### src/rtl/addern_pipe.sv
// addern_pipe: pipelined two's-complement adder with a valid/ready handshake on both sides.
// The operands are split into CHUNK-bit slices and each pipeline stage adds one slice.
// The carry is registered between stages. The final stage adds the top slice, detects
// signed overflow, and optionally saturates the sum. A sticky overflow flag collects
// overflow over all delivered results.
module addern_pipe #(
  parameter int WIDTH    = 16,
  parameter int CHUNK    = 8,
  parameter bit SATURATE = 1'b0
) (
  input  logic             clk,
  input  logic             rst,
  input  logic             in_valid,
  output logic             in_ready,
  input  logic [WIDTH-1:0] a,
  input  logic [WIDTH-1:0] b,
  input  logic             cin,
  output logic             out_valid,
  input  logic             out_ready,
  output logic [WIDTH-1:0] sum,
  output logic             cout,
  output logic             overflow,
  output logic             ovf_sticky,
  input  logic             ovf_clr
);

  localparam int STAGES = WIDTH / CHUNK;
  localparam int LAST   = STAGES - 1;
  localparam int MSB    = WIDTH - 1;

  // Per-stage registers. Index k holds the beat after slice k has been added.
  logic [STAGES-1:0]            v_q;
  logic [STAGES-1:0][WIDTH-1:0] a_q;
  logic [STAGES-1:0][WIDTH-1:0] b_q;
  logic [STAGES-1:0][WIDTH-1:0] s_q;
  logic [STAGES-1:0]            c_q;
  logic                         ovf_q;

  // Per-stage inputs: stage 0 takes the ports, stage k takes the registers of stage k-1.
  logic [STAGES-1:0]            src_v;
  logic [STAGES-1:0][WIDTH-1:0] src_a;
  logic [STAGES-1:0][WIDTH-1:0] src_b;
  logic [STAGES-1:0][WIDTH-1:0] src_s;
  logic [STAGES-1:0]            src_c;
  logic [STAGES-1:0][CHUNK:0]   slice_sum;
  logic [STAGES-1:0][WIDTH-1:0] raw_s;
  logic [STAGES-1:0]            carry_out;

  logic             advance;
  logic             carry_msb;
  logic             ovf_d;
  logic [WIDTH-1:0] sat_val;
  logic [WIDTH-1:0] fin_s;

  // Every stage moves at once. A stall happens only while a finished result waits downstream.
  assign advance  = !v_q[LAST] | out_ready;
  assign in_ready = advance;

  for (genvar k = 0; k < STAGES; k++) begin : g_stage
    if (k == 0) begin : g_src
      assign src_v[k] = in_valid;
      assign src_a[k] = a;
      assign src_b[k] = b;
      assign src_s[k] = '0;
      assign src_c[k] = cin;
    end else begin : g_src
      assign src_v[k] = v_q[k-1];
      assign src_a[k] = a_q[k-1];
      assign src_b[k] = b_q[k-1];
      assign src_s[k] = s_q[k-1];
      assign src_c[k] = c_q[k-1];
    end

    assign slice_sum[k] = {1'b0, src_a[k][k*CHUNK +: CHUNK]}
                        + {1'b0, src_b[k][k*CHUNK +: CHUNK]}
                        + (CHUNK+1)'(src_c[k]);
    // Slices above k are still zero in the partial sum, so OR-ing in the new slice is exact.
    assign raw_s[k]     = src_s[k] | (WIDTH'(slice_sum[k][CHUNK-1:0]) << (k*CHUNK));
    assign carry_out[k] = slice_sum[k][CHUNK];
  end

  // Signed overflow: the carry into the MSB is recovered from the MSB sum bit.
  assign carry_msb = src_a[LAST][MSB] ^ src_b[LAST][MSB] ^ raw_s[LAST][MSB];
  assign ovf_d     = carry_msb ^ carry_out[LAST];
  assign sat_val   = src_a[LAST][MSB] ? {1'b1, {(WIDTH-1){1'b0}}} : {1'b0, {(WIDTH-1){1'b1}}};
  assign fin_s     = (SATURATE && ovf_d) ? sat_val : raw_s[LAST];

  // Pipeline registers: shift together on advance and hold both bubbles and data on a stall.
  always_ff @(posedge clk or posedge rst) begin
    if (rst) begin
      v_q   <= '0;
      a_q   <= '0;
      b_q   <= '0;
      s_q   <= '0;
      c_q   <= '0;
      ovf_q <= 1'b0;
    end else if (advance) begin
      v_q       <= src_v;
      a_q       <= src_a;
      b_q       <= src_b;
      s_q       <= raw_s;
      s_q[LAST] <= fin_s;
      c_q       <= carry_out;
      ovf_q     <= ovf_d;
    end
  end

  // Sticky overflow: a delivered overflow takes priority over a clear in the same cycle.
  always_ff @(posedge clk or posedge rst) begin
    if (rst)
      ovf_sticky <= 1'b0;
    else if (v_q[LAST] && out_ready && ovf_q)
      ovf_sticky <= 1'b1;
    else if (ovf_clr)
      ovf_sticky <= 1'b0;
  end

  assign out_valid = v_q[LAST];
  assign sum       = s_q[LAST];
  assign cout      = c_q[LAST];
  assign overflow  = ovf_q;

  // The last stage's operand copies have no consumer.
  logic unused_last_ops;
  assign unused_last_ops = ^{a_q[LAST], b_q[LAST]};

endmodule
### config.mk
export PLATFORM = sky130hd
export DESIGN_NAME = addern_pipe
export DESIGN_NICKNAME = d
export VERILOG_FILES = /design/src/rtl/addern_pipe.sv
export SDC_FILE = /design/constraint.sdc
export NUM_CORES = 1
export LEC_CHECK = 0
export ABC_AREA = 1
export CELL_PAD_IN_SITES_DETAIL_PLACEMENT = 0
export CELL_PAD_IN_SITES_GLOBAL_PLACEMENT = 1
export CORE_ASPECT_RATIO = 0.9
export CORE_MARGIN = 1
export CORE_UTILIZATION = 39
export DETAILED_ROUTE_END_ITERATION = 8
export PLACE_DENSITY_LB_ADDON = 0.1
export SYNTH_ARGS = -nofsm -noshare
export SYNTH_HDL_FRONTEND = slang
export SYNTH_SLANG_ARGS = --single-unit
### constraint.sdc
create_clock -name clk -period 3.4 [get_ports clk]
set_input_delay 0.68 -clock clk [delete_from_list [all_inputs] [get_ports clk]]
set_output_delay 0.68 -clock clk [all_outputs]
set_load 0.1 [all_outputs]
==> results.yml <==
drt:
  via_count: 2015
  drt-total-wl_mm: 5.12
  first_pass_iters: 4
  wire_per_inst_um: 11.7
  ant_nets: 0
  drc: 0
  drt-initial-drc-count: 115
  via_per_inst: 4.59
die:
  dieWidth_um: 85.6
  boundaryPins: 59
  die_h_um: 77.2
  num_rows: 27
  initial_utilization_pct: 40.3
  core_area_um2: 6080
  die-area_um2: 6610
worst_setup_path:
  cpLargestDelayFamily: "buffers and inverters"
  slowest_delay_ns: 1.14
  crit_arrival_ns: 1.81
  critical_path_class: "reg -> out"
  slowest_stage: "clkdlybuf4s50_1"
  cp-start-kind: "flip-flop"
  worstPathRequired_ns: 2.72
  path_buf_inv: 1
  critPathMaxFanout: 2
  crit_chain: "clkdlybuf4s50_1"
  worst_setup_path_end_kind: "primary output"
clocking:
  clock_latency_ns: 0.30
  post-cts-setup-buffer-count: 0
  cts_max_level: 2
  postCtsHoldBufs: 0
  cts-root-buf: "clkbuf_8"
  clk_pin_slew_ns: 0.09
  clkSinkCount: 46
  numCtsBuffers: 5
  ctsResizeCount: 0
  cts_tree: "built"
  cts_buffer_depth: 2
timing:
  slew_viol_final: 0
  worst_pin_slew_ns: 0.963
  final_hold_viol_count: 0
  final.setup.tns_ns: 0
  finalCritPeriodShare_pct: 73.3
  period_needed_ns: 2.49
  skew_ns: 0.00229
  clock.fmax_mhz: 401
  rsz0062_at_grt: "false"
  setup_viol: 0
  slew_headroom_pct: 35.6
logic_synthesis:
  yosysSeqAreaShare_pct: 47.0
  syn_avg_cell_area_um2: 7.96
  yosys.area.top_type: "dfrtp_1"
  ys_ff_latch: 46
  syn-num-nets: 364
  synth_area_um2: 2450
  synthTopCellsByArea: "dfrtp_1, nand2_1, ha_1"
  yosysWarnings: 0
  netlist.area_leader.share_pct: 47.0
  ys_types: 22
  synthCells: 308
finish:
  final_cell_count_no_fill: 439
  area_growth_pct: 29.7
  utilization_pct: 52.3
  drive_gt1_share_pct: 7.08
  finalNetCount: 422
  antenna_cells: 0
pwr:
  leakagePower_nw: 1.65
  power_density_nw_per_um2: 746
  ir_drop_uv: 218
hold_path:
  min_path_type: "reg -> reg"
placed_design:
  gp_congestion: 0.802
  portBuffers: 58
  dp_cells: 431
  dp_hpwl_mm: 3.62
grt:
  grt_usage_pct: 17.4
  grt_pass1_vias: 1864
  grt_pass1_wl_mm: 8.93
  antenna_found_initial: 0
  gr-total-overflow: 0
  grt_max_degree: 50
flow_run:
  drv_cap: 0
outcome:
  status: "finished clean"
[flip-flops by register name, summed over array words and instances, names as in the netlist]
name        flops
v_q             2
overflow        1
c_q             2
ovf_sticky      1
b_q             8
s_q             8
sum            16
a_q             8
[metal layers]
metal	GRT usage [%]	wire length [µm]	vias to the layer above
met5	0	0	-
met4	6.00	74	0
met3	4.52	436	6
met2	23.4	1920	67
met1	26.6	2690	871
li1	-	-	1071
[logic make-up after synthesis]
group | count (synthesis) | share of synthesized area (%)
and+or+nand+nor | 179 | 29.5
DFF | 46 | 47.0
buffers and inverters | 37 | 6.48
AOI/OAI and AO/OA | 23 | 4.90
adders and majority gates | 18 | 10.4
xor gates and xnor gates | 5 | 1.79
[report_power, final]
part / total, W / internal, W / switching [W] / leakage, nW
clock: 0.000414 / 0.000219 / 0.000195 / 0.0504
sequential: 0.000752 / 0.000678 / 0.0000748 / 0.552
combinational: 0.00120 / 0.000304 / 0.000901 / 1.05
total: 0.00237 / 0.00120 / 0.00117 / 1.65
[layout by cell type, fill, tap and decap left out]
cell type	instances
a211oi_1	1
nor2_4	1
bufinv_16	1
nand3b_1	4
a21o_1	1
clkbuf_8	5
clkdlybuf4s50_1	46
buf_4	13
dfrtp_1	46
inv_2	2
fa_1	4
xnor2_1	3
o21ai_1	4
nor2_1	8
or2_4	1
clkinvlp_4	2
nand3_1	14
inv_1	26
xor2_1	2
a21oi_1	8
ha_1	14
buf_12	1
nand2_1	149
nand4_1	2
o21ai_0	9
[cell type report]
class	instances	area, µm²
tap	72	90.1
multi-input combinational	225	1140
sequential	46	1150
inverter	28	105
clock buffer	5	68.8
timing repair buffer	60	578
fill	625	2900
clock inverter	3	45.0
[cell usage after synthesis]
cell and n:
a211oi_1 1, a21o_1 1, a21oi_1 8, buf_2 7, buf_4 1, buf_6 1
dfrtp_1 46, fa_1 4, ha_1 14, inv_1 27, inv_2 1, nand2_1 149
nand3_1 14, nand3b_1 4, nand4_1 2, nor2_1 8, nor2_4 1, o21ai_0 9
o21ai_1 4, or2_4 1, xnor2_1 3, xor2_1 2
[stage by stage]
stage / cell area (µm²) / setup WS, ns / total power, W / hold slack, ns
global placement: 3070 / 0.858 / 0.00196 / 0.438
finish: 3180 / 0.908 / 0.00237 / 0.467
global route: 3180 / 0.856 / 0.00251 / 0.503
CTS: 3180 / 0.889 / 0.00240 / 0.474
detailed placement: 3070 / 0.844 / 0.00197 / 0.451
floorplan: 2450 / 1.10 / 0.00168 / 0.423
[worst paths after layout]
| path | startpoint | to | slack, ns | cells after the start |
|---|---|---|---|---|
| max in group asynchronous | rst | b_q[15] | 1.90 | 2 |
| min in group asynchronous | rst | sum[3] | 0.91 | 2 |
| worst max-delay path | sum[7] | sum[7] | 0.91 | 1 |
| worst max register to register | a_q[8] | overflow | 1.48 | 10 |
| worst min register to register | v_q[0] | v_q[1] | 0.47 | 2 |
| worst min-delay path | v_q[0] | v_q[1] | 0.47 | 2 |
Note: power is estimated with default switching activity, not from simulation.
